File: src/rtl/spi_master_ctrl.sv
// rtl/spi_master_ctrl.sv - SPI mode-0 master sequencing 16-bit addressed byte read/write frames
module spi_master_ctrl #(
    parameter int CLK_DIV    = 4,
    parameter int GAP_CYCLES = 8
) (
    input  logic       clk,
    input  logic       rst_n,
    input  logic       req_valid,
    output logic       req_ready,
    input  logic       req_rw,
    input  logic [6:0] req_addr,
    input  logic [7:0] req_wdata,
    output logic       rsp_valid,
    output logic [7:0] rsp_rdata,
    output logic       busy,
    output logic       sclk,
    output logic       cs,
    output logic       mosi,
    input  logic       miso
);
    typedef enum logic [2:0] {IDLE, SETUP, SHIFT, HOLD, GAP} state_t;

    localparam logic [15:0] DIV_LAST = 16'(CLK_DIV - 1);
    localparam logic [15:0] GAP_LAST = 16'(GAP_CYCLES - 1);

    state_t      state_q, state_d;
    logic [15:0] cnt_q, cnt_d;
    logic [4:0]  bit_cnt_q, bit_cnt_d;
    logic [15:0] shreg_q, shreg_d;
    logic [7:0]  rx_q, rx_d;
    logic        rw_q, rw_d;
    logic        sclk_q, sclk_d;
    logic        cs_q, cs_d;
    logic        mosi_q, mosi_d;
    logic        rsp_valid_q, rsp_valid_d;
    logic [7:0]  rsp_rdata_q, rsp_rdata_d;
    logic        req_ready_q, req_ready_d;
    logic        busy_q, busy_d;

    logic        handshake;
    logic        div_tc;
    logic [15:0] frame;

    assign handshake = req_valid && req_ready_q;
    assign div_tc    = (cnt_q == DIV_LAST);
    assign frame     = {req_addr, req_rw, (req_rw ? 8'h00 : req_wdata)};

    always_ff @(posedge clk or negedge rst_n) begin
        if (!rst_n) begin
            state_q     <= IDLE;
            cnt_q       <= '0;
            bit_cnt_q   <= '0;
            shreg_q     <= '0;
            rx_q        <= '0;
            rw_q        <= 1'b0;
            sclk_q      <= 1'b0;
            cs_q        <= 1'b1;
            mosi_q      <= 1'b0;
            rsp_valid_q <= 1'b0;
            rsp_rdata_q <= '0;
            req_ready_q <= 1'b1;
            busy_q      <= 1'b0;
        end else begin
            state_q     <= state_d;
            cnt_q       <= cnt_d;
            bit_cnt_q   <= bit_cnt_d;
            shreg_q     <= shreg_d;
            rx_q        <= rx_d;
            rw_q        <= rw_d;
            sclk_q      <= sclk_d;
            cs_q        <= cs_d;
            mosi_q      <= mosi_d;
            rsp_valid_q <= rsp_valid_d;
            rsp_rdata_q <= rsp_rdata_d;
            req_ready_q <= req_ready_d;
            busy_q      <= busy_d;
        end
    end

    // bit_cnt_q counts sclk rises already issued; the first rise happens on SETUP exit.
    always_comb begin
        state_d   = state_q;
        cnt_d     = cnt_q;
        bit_cnt_d = bit_cnt_q;
        shreg_d   = shreg_q;
        rx_d      = rx_q;
        rw_d      = rw_q;
        case (state_q)
            IDLE: begin
                if (handshake) begin
                    state_d   = SETUP;
                    cnt_d     = '0;
                    bit_cnt_d = '0;
                    shreg_d   = frame;
                    rx_d      = '0;
                    rw_d      = req_rw;
                end
            end
            SETUP: begin
                if (div_tc) begin
                    state_d   = SHIFT;
                    cnt_d     = '0;
                    bit_cnt_d = 5'd1;
                end else begin
                    cnt_d = cnt_q + 16'd1;
                end
            end
            SHIFT: begin
                if (div_tc) begin
                    cnt_d = '0;
                    if (sclk_q) begin
                        shreg_d = {shreg_q[14:0], 1'b0};
                    end else if (bit_cnt_q == 5'd16) begin
                        // one extra low half-period after the last fall before HOLD
                        state_d = HOLD;
                    end else begin
                        bit_cnt_d = bit_cnt_q + 5'd1;
                        if (bit_cnt_q[3]) begin
                            rx_d = {rx_q[6:0], miso};
                        end
                    end
                end else begin
                    cnt_d = cnt_q + 16'd1;
                end
            end
            HOLD: begin
                if (div_tc) begin
                    state_d = GAP;
                    cnt_d   = '0;
                end else begin
                    cnt_d = cnt_q + 16'd1;
                end
            end
            GAP: begin
                if (cnt_q == GAP_LAST) begin
                    state_d = IDLE;
                    cnt_d   = '0;
                end else begin
                    cnt_d = cnt_q + 16'd1;
                end
            end
            default: state_d = IDLE;
        endcase
    end

    always_comb begin
        cs_d        = !(state_d == SETUP || state_d == SHIFT || state_d == HOLD);
        req_ready_d = (state_d == IDLE);
        busy_d      = (state_d != IDLE);
        rsp_valid_d = (state_q == HOLD) && (state_d == GAP);
        rsp_rdata_d = rsp_rdata_q;
        if (rsp_valid_d) begin
            rsp_rdata_d = rw_q ? rx_q : 8'h00;
        end
        sclk_d = sclk_q;
        mosi_d = mosi_q;
        if (state_q == IDLE && handshake) begin
            mosi_d = frame[15];
        end else if (state_q == SETUP && div_tc) begin
            sclk_d = 1'b1;
        end else if (state_q == SHIFT && div_tc && state_d == SHIFT) begin
            sclk_d = ~sclk_q;
            if (sclk_q) begin
                mosi_d = shreg_q[14];
            end
        end
        if (!(state_d == SETUP || state_d == SHIFT)) begin
            sclk_d = 1'b0;
            mosi_d = 1'b0;
        end
    end

    assign req_ready = req_ready_q;
    assign rsp_valid = rsp_valid_q;
    assign rsp_rdata = rsp_rdata_q;
    assign busy      = busy_q;
    assign sclk      = sclk_q;
    assign cs        = cs_q;
    assign mosi      = mosi_q;
endmodule

File: config.mk
export PLATFORM = sky130hd
export DESIGN_NAME = spi_master_ctrl
export DESIGN_NICKNAME = d
export VERILOG_FILES = /design/src/rtl/spi_master_ctrl.sv
export SDC_FILE = /design/constraint.sdc
export NUM_CORES = 1
export LEC_CHECK = 0
export ABC_AREA = 1
export BUFFER_PORTS_ARGS = -buffer_cell sky130_fd_sc_hd__buf_2
export CELL_PAD_IN_SITES_DETAIL_PLACEMENT = 1
export CELL_PAD_IN_SITES_GLOBAL_PLACEMENT = 1
export CORE_AREA = 2 2 91 93
export CTS_CLUSTER_SIZE = 12
export DETAILED_ROUTE_END_ITERATION = 12
export DIE_AREA = 0 0 93 95
export GPL_TIMING_DRIVEN = 0
export PLACE_DENSITY = 0.79
export SETUP_SLACK_MARGIN = 0.5
export SYNTH_ARGS = -nofsm -noshare
export SYNTH_HDL_FRONTEND = slang
export SYNTH_SLANG_ARGS = --single-unit
File: constraint.sdc
create_clock -name clk -period 3.4 [get_ports clk]
set_input_delay 0.34 -clock clk [delete_from_list [all_inputs] [get_ports clk]]
set_output_delay 0.34 -clock clk [all_outputs]
set_load 0.02 [all_outputs]
==> results.md, run 1 <==
- Critical-path cell list: nand2_1 -> nor3_1 -> inv_1 -> a21oi_2 -> buf_2 -> o211ai_1 -> o21ai_0
- Remaining DRCs: 0
- CTS tree: done
- Vias in the first global route: 2868
- Largest net degree at the start of global routing: 63
- Cts hold-fix bufs: 0
- Die height: approximately 95 microns
- Initial antenna violation count: 0
- Initial Util: 0.3862
- Setup TNS: 0 ns
- Fillers: between 900 and 1000
- Routability congestion estimate: 0.7762
- Max IR drop VDD: 0.2708 mV
- Final period demand of the worst path: 2.104 ns
- Final ANT Viol Nets: 0
- Reg2reg start: req_ready
- Final setup vio count: 0
- Worst-case reg-to-reg path depth: 7
- I/O Buffers: 33
- Worst reg2reg path endpoint: shreg_q[9]
- I/O pin count: 34
- Total GRT Usage: 0.1920
- WL per Instance: 14.75 microns
- Clock Path Buffers: 2
- P_int: 1087 uW
- Register area share after synthesis: 0.5076
- DR vias: 2634
- Post-synth top flop: dfrtp_1
- Slew @ Worst Pin: 0.8002 ns
- DP Worst Slack: 1.399 ns
- Register share of total power: 0.516
- Top post-synthesis cells by area: dfrtp_1 (49%), nand2_1 (8.6%), nor2_1 (5.8%)
- CP endpoint kind: flop
- Synthesized net count: roughly 390
- # rows: 33
- Final wirelength: 7668 microns
- Layout area overhead: 16.18%
- Yosys cell types: 34
- Worst min path class: input pin to asynchronous set/reset pin
- Avg Synthesized Cell Area: 8.365 sq um
- Vias per inst: 5.065
- R2r setup slk: 1.30 ns
- CP max FO: 10
- Slowest stage delay, CP: 0.53 ns
- NumNets Final: 433
- Post-DP HPWL: between 5000 and 6000 microns
- Gr ovfl total: 0
- CP arrival: 2.36 ns
- Core box area: 0.007928 sq mm
- Antenna diodes: 0
- Crit start category: flop
- Global-route wire length before repair: between 10000 and 15000 microns
- Asr flop ratio synth: 1.000
- NetSw: 340.6 uW
- Logic pwr share: 0.022
- Leak: between 0.0015 and 0.002 uW
- TritonCTS Buffers: 9
- Seq cells post-synth: 62
- Max Clock Skew: ~0.018 ns
- Worst-Skew Late Latency: 0.35 ns
- Hold violation total from the final report: 0
- RSZ-0062 raised after global routing: false
- Most frequent cells after synthesis: nand2_1 (70), dfrtp_1 (60), nor2_1 (47)
- Max_slew headroom: 0.4665
- Slew Viols, Final: 0
- Final period util: 0.6188
- Max Clk Rate: approximately 480 MHz
- Yosys top cell by area: dfrtp_1
- Post-Syn Instances: 366
- Min Hold Slack: 0.06172 ns
- Layout cells sized above 1: 0.1831
- Clock Power Share: 0.461
- Switching Fraction: 0.2387
- Clock slew at reported path FFs: about 0.08 ns
- DRT Pass-1 Iters: 4
- Synth Cell Area: around 0.003 sq mm
- Post-CTS Setup Bufs: 0
- Die W: 93 microns
- Post-synth EDFFs: 0
- Yosys warns: 0
- Die area: 0.008835 sq mm
- CP required: 3.66 ns
- Maxcap violations: 0
- Min setup slack post-route: 1.296 ns
- Top-area cell type share of the netlist area: 0.4904
- Tot Pwr: 1427 uW
- Outcome: finished clean
- CP max-delay cell: dfstp_2
- DR iter-0 viols: 77
- CTS resizes: 0
- Power per Cell Area: 401.2 mW/mm^2
- Setup CP Type: flop to flop
- Num Clock Sinks: 62
- CTS root buf: clkbuf_8
- Most common cell in the synthesized netlist: nand2_1
- H-tree Lvls: 3
==> routing by layer <==
| metal | up-vias | wire length, microns | GRT usage |
|---|---|---|---|
| met5 | - | 0 | 0 |
| met4 | 0 | 174 | 0.07966 |
| met3 | 15 | 189 | 0.03990 |
| met2 | 36 | 3815 | 0.3249 |
| met1 | 1291 | 3489 | 0.2397 |
| li1 | 1292 | - | - |
==> how the worst max path moves through the flow <==
stage               startpoint           end  slack [ns]  depth (start not counted)
floorplan             cnt_q[0]       rx_q[0]        1.76                          9
global placement      cnt_q[0]  rsp_rdata[1]        1.43                          8
detailed placement   req_ready    shreg_q[9]        1.40                          7
CTS                  req_ready    shreg_q[8]        1.28                          7
global route         req_ready    shreg_q[9]        1.13                          7
finish               req_ready    shreg_q[9]        1.30                          7
==> registers in the layout, summed over array words and instances, names as in the netlist <==
signal     flops
cnt_q         16
cs             1
req_ready      1
state_q        3
busy           1
rw_q           1
mosi           1
shreg_q       15
rx_q           8
rsp_valid      1
bit_cnt_q      5
rsp_rdata      8
sclk           1
==> critical path, delay by kind of cell, from the launching register on <==
kind | cells | cell delay, ns
compound gates | 3 | 0.42
buf+inv | 2 | 0.52
flops | 1 | 0.53
simple gates | 2 | 0.53
==> stage by stage <==
step | instance area [sq um] | util | cells
final | 3557 | 0.4487 | 520
after global routing | 3557 | 0.4487 | 520
after CTS | 3557 | 0.4487 | 520
after detailed placement | 3361 | 0.4239 | 504
after global placement | 3358 | 0.4236 | 504
after floorplan | 3062 | - | 366
==> kinds of logic (layout without fill, tap and decap cells) <==
family / Yosys count / after routing / synth area share
compound gates: 74 / 74 / 0.1434
xor+xnor: 11 / 11 / 0.03147
simple gates: 161 / 161 / 0.2329
buf+inv: 55 / 104 / 0.07233
fa+ha+maj: 3 / 3 / 0.01226
flops: 62 / 62 / 0.5076
==> layout by cell type (no fill, tap or decap), types with 7 or more instances in the layout <==
cell type | netlist | routed
dfrtp_1 | 60 | 60
a21oi_1 | 17 | 17
nor2_1 | 47 | 47
inv_1 | 42 | 42
nand2_1 | 70 | 70
nand3_1 | 17 | 17
buf_2 | 6 | 38
xor2_1 | 7 | 7
clkbuf_8 | 0 | 9
nor3_1 | 9 | 9
a22oi_1 | 7 | 7
o21ai_0 | 29 | 29
==> power groups by stage <==
stage,clock network (uW),logic [uW],registers [uW]
floorplan,0,4.98,752
global placement,0,31.8,751
detailed placement,0,33.0,751
CTS,674,33.4,737
global route,700,37.7,737
finish,658,31.6,737
==> area by class of cell <==
cell class / count / area [sq um] / area share
plain buffers: 10 / 52.55 / 0.01477
repair buffers: 33 / 167.7 / 0.04713
flip-flops and latches: 62 / 1554 / 0.4369
multi-input cells: 249 / 1286 / 0.3616
clock inverters: 7 / 72.57 / 0.02040
clock buffers: 9 / 123.9 / 0.03482
well taps: 105 / 131.4 / 0.03693
inverters: 45 / 168.9 / 0.04749
Power figures use the tool's default switching activity.
==> run 2, diff against run 1 <==
- clock period: 3.4 -> 2.2 ns (I/O delays scaled with it)
==> run 2 against run 1 <==
Power rose by 55%; worst setup slack worse by 1.0 ns; first-iteration DRC count is 65% higher; largest cell class unchanged; largest power group unchanged.
==> results.md, run 2 (synthesized netlist as in run 1, its figures left out) <==
- Max Clock Skew: 0.01930 ns
- P_int: 1680 uW
- Hold path endpoint: rx_q[0]
- Max Clk Rate: ~510 MHz
- Global-route wire length before repair: 14320 microns
- Final ANT Viol Nets: 0
- Global Route met1 Usage: 0.2511
- Initial antenna violation count: 0
- CP arrival: roughly 2.2 ns
- Worst min path class: input pin to flop
- Most common cell after layout, fill and taps aside: nand2_1
- Register share of total power: 0.515
- Reg2reg start: cnt_q[11]
- R2r setup slk: roughly 0.25 ns
- Area post-placement: 0.003361 sq mm
- Worst hold stages: 3
- CP max-delay cell: dfrtp_1
- Vias in the first global route: 3022
- Met3 Use GR: 0.05347
- Total GRT Usage: 0.2065
- Max IR drop VDD: just over 0.5 mV
- NetSw: 532.3 uW
- NumNets Final: roughly 470
- Vias per inst: approximately 5.2
- Core box area: 0.007928 sq mm
- Slowest stage delay, CP: 0.42 ns
- I/O Buffers: 33
- Crit path top cell by count: nand2_1
- CP max FO: 7
- CTS root buf: clkbuf_8
- Worst-case reg-to-reg path depth: 12
- CTS tree: done
- GR peak layer: met2
- Final setup vio count: 0
- Layout area overhead: 34.33%
- Max_slew headroom: 0.4558
- Outcome: finished clean
- Die area: 0.008835 sq mm
- Hold_sp: miso
- Worst-Skew Late Latency: 0.36 ns
- H-tree Lvls: 3
- Num Clock Sinks: 62
- # rows: 33
- Remaining DRCs: 0
- Final wirelength: ~10000 microns
- Slew Viols, Final: 0
- Top Registers: cnt_q: 16 flops, shreg_q: 15 flops
- TritonCTS Buffers: 9
- Logic pwr share: 0.023
- Layout cells sized above 1: 0.3452
- Switching Fraction: 0.2406
- Commonest cells after routing, fill and taps aside: nand2_1 (59), dfrtp_1 (55), inv_1 (39), nor2_1 (36), buf_2 (32)
- Setup TNS: 0 ns
- Die W: 93 microns
- Critical-path cell list: nor2_1 -> nand2_1 -> nor2_4 -> nand2_4 -> buf_4 -> nand2_1 -> nand3_2 -> inv_1 -> nand2_1 -> nand2_1 -> nand2_1 -> nor2_1
- Final period util: 0.8862
- Worst reg2reg path endpoint: sclk
- I/O pin count: 34
- WL per Instance: 17.99 microns
- CP endpoint kind: flop
- Global-route met2 utilization: 0.3563
- Post-DP HPWL: 5299 microns
- DR vias: around 2900
- Power per Cell Area: approximately 540 mW/mm^2
- Routability congestion estimate: 0.7762
- Final period demand of the worst path: between 1.5 and 2 ns
- Antenna diodes: 0
- Leak: 0.001927 uW
- Design Area, Final: approximately 0.0041 sq mm
- Crit start category: flop
- Setup CP Type: flop to flop
- CP required: 2.46 ns
- DRT Pass-1 Iters: 4
- Largest net degree at the start of global routing: between 60 and 70
- Initial Util: 0.3862
- Slew @ Worst Pin: between 0.8 and 0.9 ns
- Clock Power Share: 0.462
- Hold violation total from the final report: 0
- RSZ-0062 raised after global routing: true
- Clock slew at reported path FFs: approximately 0.080 ns
- Die height: around 95 microns
- Max reg flops: 16
- DR iter-0 viols: 127
- Final core area utilization: 0.5188
- Gr ovfl total: 0
- Maxcap violations: 0
- Clock Path Buffers: 2
- Largest register by flop count: cnt_q
## run 2: cell count changes in the layout (fill, tap and decap cells not counted), moves of 6 or more
cell,delta
o21ai_1,+9
nand2_2,+9
nand2_1,-11
nor2_1,-11
buf_2,-6
o21ai_0,-9
buf_4,+30
nor2_2,+6
## run 2: area by class of cell
type | count | area (sq um)
Fill cell | 954 | 3815
Sequential cell | 62 | 1560
Multi-Input combinational cell | 250 | 1519
Timing Repair Buffer | 66 | 437.9
Inverter | 45 | 176.4
Tap cell | 105 | 131.4
Clock buffer | 9 | 123.9
Buffer | 10 | 91.34
Clock inverter | 7 | 72.57
## run 2: how the worst max path moves through the flow
stage              start      endpoint  slack (ns)
2_1_floorplan   cnt_q[0]       rx_q[7]        0.56
3_3_place_gp    cnt_q[0]  rsp_rdata[1]        0.23
3_5_place_dp   req_ready    shreg_q[9]        0.20
4_1_cts        cnt_q[11]       rx_q[0]        0.41
5_1_grt        cnt_q[11]          sclk        0.13
6_report       cnt_q[11]          sclk        0.25
## run 2: power groups by stage
stage	clock [uW]	sequential [uW]	combinational [uW]
floorplan	0	1160	7.69
global placement	0	1160	49.1
detailed placement	0	1160	51.0
CTS	1040	1140	53.0
global route	1090	1140	59.7
finish	1020	1140	51.3
## run 2: metrics by stage
| stage | total power [uW] | hold WS [ns] | cells | setup WS [ns] |
|---|---|---|---|---|
| after floorplan | 1169 | -0.07559 | 366 | 0.5613 |
| after global placement | 1210 | 0.4571 | 504 | 0.2316 |
| after detailed placement | 1212 | 0.3622 | 504 | 0.1989 |
| after CTS | 2234 | 0.1176 | 538 | 0.4083 |
| after global routing | 2285 | 0.1435 | 554 | 0.1308 |
| final | 2213 | 0.1278 | 554 | 0.2504 |
## run 2: timing repair
action                                  4_1_cts  5_1_grt
pin swaps                                     5       13
gates resized for setup                      25       68
hold buffers                                  1        0
endpoints found under the setup margin       51       55
gates cloned                                  1        1
hold endpoints to repair                     48        0
setup buffers                                16       15
## run 2: worst max-delay path, delay by kind of cell (launching register included)
family	cells	cell delay [ns]
buffers and inverters	2	0.24
and+or+nand+nor	10	1.18
DFF	1	0.42
## run 2: metal layers
metal  share of wire  up-vias
li1                -     1364
met5               0        -
met2            0.53       51
met1            0.42     1469
met3           0.023       23
met4           0.027        0
==> run 3, diff against run 2 <==
- BUFFER_PORTS_ARGS: -buffer_cell sky130_fd_sc_hd__buf_2 -> unset
- DONT_BUFFER_PORTS: unset -> 1
- PLACE_DENSITY: 0.79 -> 0.74
- clock period: 2.2 -> 2.15 ns (I/O delays scaled with it)
==> run 3 against run 2 <==
The run now ends with hold timing left; design area increased by 1.7%; utilization increased by 0.90 points; hold slack got worse by 0.59 ns; clock power decreased by 8%; register-to-register slack got worse by 0.08 ns; first-iteration DRC count increased by 19%; sequential cell count unchanged; clock skew decreased by 0.0045 ns; power decreased by 4.5%; non-clock buffer count decreased by 20; critical path type unchanged; via count decreased by 1.3%; routed wire length increased by 0.54%.
==> results.md, run 3 (synthesized netlist as in run 1, its figures left out) <==
- Outcome: complete, but fails checks
- Failing checks: hold timing
- Slew Viols, Final: 0
- Clock slew at reported path FFs: 0.08 ns
- H-tree Lvls: 3
- Die area: 0.008835 sq mm
- I/O Buffers: 0
- Layout cells sized above 1: 0.3800
- CP max FO: 5
- Global-route wire length before repair: 14080 microns
- CP arrival: 2.24 ns
- TritonCTS Buffers: 9
- Gr ovfl total: 0
- CTS tree: done
- Worst-Skew Late Latency: 0.36 ns
- Final wirelength: approximately 10000 microns
- Final setup vio count: 0
- Commonest cells after routing, fill and taps aside: nand2_1 (57), dfrtp_1 (57), buf_4 (38), inv_1 (36), nor2_1 (21)
- Final ANT Viol Nets: 0
- Max Clock Skew: 0.01475 ns
- CP max-delay cell: dfrtp_1
- Die W: just over 90 microns
- DR vias: 2869
- Remaining DRCs: 0
- Largest net degree at the start of global routing: 63
- Max Clk Rate: ~510 MHz
- WL per Instance: ~19 microns
- Die height: 95 microns
- Hold violation total from the final report: 62
- NumNets Final: ~450
- Num Clock Sinks: 62
- Slew @ Worst Pin: around 0.50 ns
- Largest register by flop count: cnt_q
- DRT Pass-1 Iters: 4
- Final period util: 0.9194
- DR iter-0 viols: 151
- I/O pin count: 34
- Max IR drop VDD: 0.4393 mV
- Top Registers: cnt_q: 16 flops, shreg_q: 15 flops
- Maxcap violations: 0
- DP Worst Slack: roughly 0.043 ns
- Critical-path cell list: nor2_1 -> nand2_1 -> nor2_2 -> nand2_2 -> nand2_2 -> inv_4 -> buf_6 -> a21oi_4 -> buf_6 -> nor2_2 -> a31oi_1
- Power per Cell Area: 504.9 mW/mm^2
- Post-DP HPWL: 5083 microns
- CP required: approximately 2.4 ns
- # rows: 33
- Crit start category: flop
- Slowest stage delay, CP: ~0.42 ns
- Max_slew headroom: 0.6640
- Core box area: 0.007928 sq mm
- Final period demand of the worst path: ~2.0 ns
- Antenna diodes: 0
- Initial Util: 0.3862
- Clock Path Buffers: 2
- Vias in the first global route: 2951
- Total GRT Usage: 0.2038
- Min setup slack post-route: 0.1733 ns
- RSZ-0062 raised after global routing: true
- CTS root buf: clkbuf_8
- Layout area overhead: 36.66%
- Max reg flops: 16
- Leak: 0.001886 uW
- Min Hold Slack: -0.4610 ns
- Vias per inst: 5.373
- Routability congestion estimate: about 0.73
- Fillers: between 900 and 1000
- Setup CP Type: flop to flop
- Setup TNS: 0 ns
- CP endpoint kind: flop
- Initial antenna violation count: 0
- Worst min path class: input pin to asynchronous set/reset pin
[run 3: cell count changes in the layout (fill, tap and decap cells not counted), moves of 3 or more]
cell / change
a21oi_1: -6
buf_4: +7
buf_2: -30
inv_2: +3
inv_1: -3
a21oi_2: +7
nor2_4: +6
buf_6: +4
nor2_1: -15
o21ai_0: -5
nor2_2: +9
o21ai_1: +4
[run 3: what timing repair did]
action / 4_1_cts / 5_1_grt
buffers inserted: 23 / 20
endpoints found under the setup margin: 54 / 58
pin swaps: 16 / 31
hold endpoints to repair: 62 / 62
resized for setup: 62 / 75
gates cloned: 4 / 0
[run 3: critical path, delay by kind of cell, from the launching register on]
| kind | cells | cell delay (ns) |
|---|---|---|
| buffers and inverters | 3 | 0.34 |
| AO/OA/AOI/OAI | 2 | 0.42 |
| flip-flops | 1 | 0.42 |
| AND/OR/NAND/NOR | 6 | 0.70 |
[run 3: through the flow]
stage | power [uW] | utilization | instance area (sq um) | std cells
after floorplan | 1196 | - | 3062 | 366
final | 2112 | 0.5278 | 4184 | 534
after detailed placement | 1198 | 0.4028 | 3193 | 471
after global placement | 1198 | 0.4028 | 3193 | 471
after global routing | 2161 | 0.5278 | 4184 | 534
after CTS | 2115 | 0.4752 | 3767 | 514
[run 3: where the power goes]
| part | internal [uW] | switching, uW | leakage (uW) |
|---|---|---|---|
| Clock | 419 | 517 | 0.0000894 |
| Sequential | 1170 | 0 | 0.000750 |
| Combinational | 3.87 | 7.07 | 0.00105 |
| Total | 1590 | 524 | 0.00189 |
[run 3: worst paths after layout]
| check | startpoint | end | slack, ns | cells past startpoint |
|---|---|---|---|---|
| min in group clk | req_wdata[0] | shreg_q[0] | 0 | 2 |
| min reg2reg | shreg_q[11] | shreg_q[11] | 0.53 | 2 |
| max reg2reg | cnt_q[14] | shreg_q[14] | 0.17 | 11 |
| max in group asynchronous | rst_n | cs | 2.41 | 0 |
| min | rst_n | cnt_q[14] | -0.46 | 0 |
| max | cnt_q[14] | shreg_q[14] | 0.17 | 11 |
[run 3: area by class of cell]
cell class / instances / area, sq um / area share
plain buffers: 10 / 95.09 / 0.02273
flip-flops and latches: 62 / 1558 / 0.3723
clock inverters: 7 / 48.80 / 0.01166
well taps: 105 / 131.4 / 0.03140
inverters: 45 / 176.4 / 0.04217
clock buffers: 9 / 123.9 / 0.02961
multi-input cells: 250 / 1653 / 0.3950
repair buffers: 46 / 397.9 / 0.09510
[run 3: layer usage]
metal | vias to the layer above | routed length, microns | GRT usage
li1 | 1321 | - | -
met1 | 1447 | 3946 | 0.2342
met2 | 78 | 5399 | 0.3617
met3 | 23 | 398 | 0.04709
met4 | 0 | 276 | 0.09191
met5 | - | 0 | 0
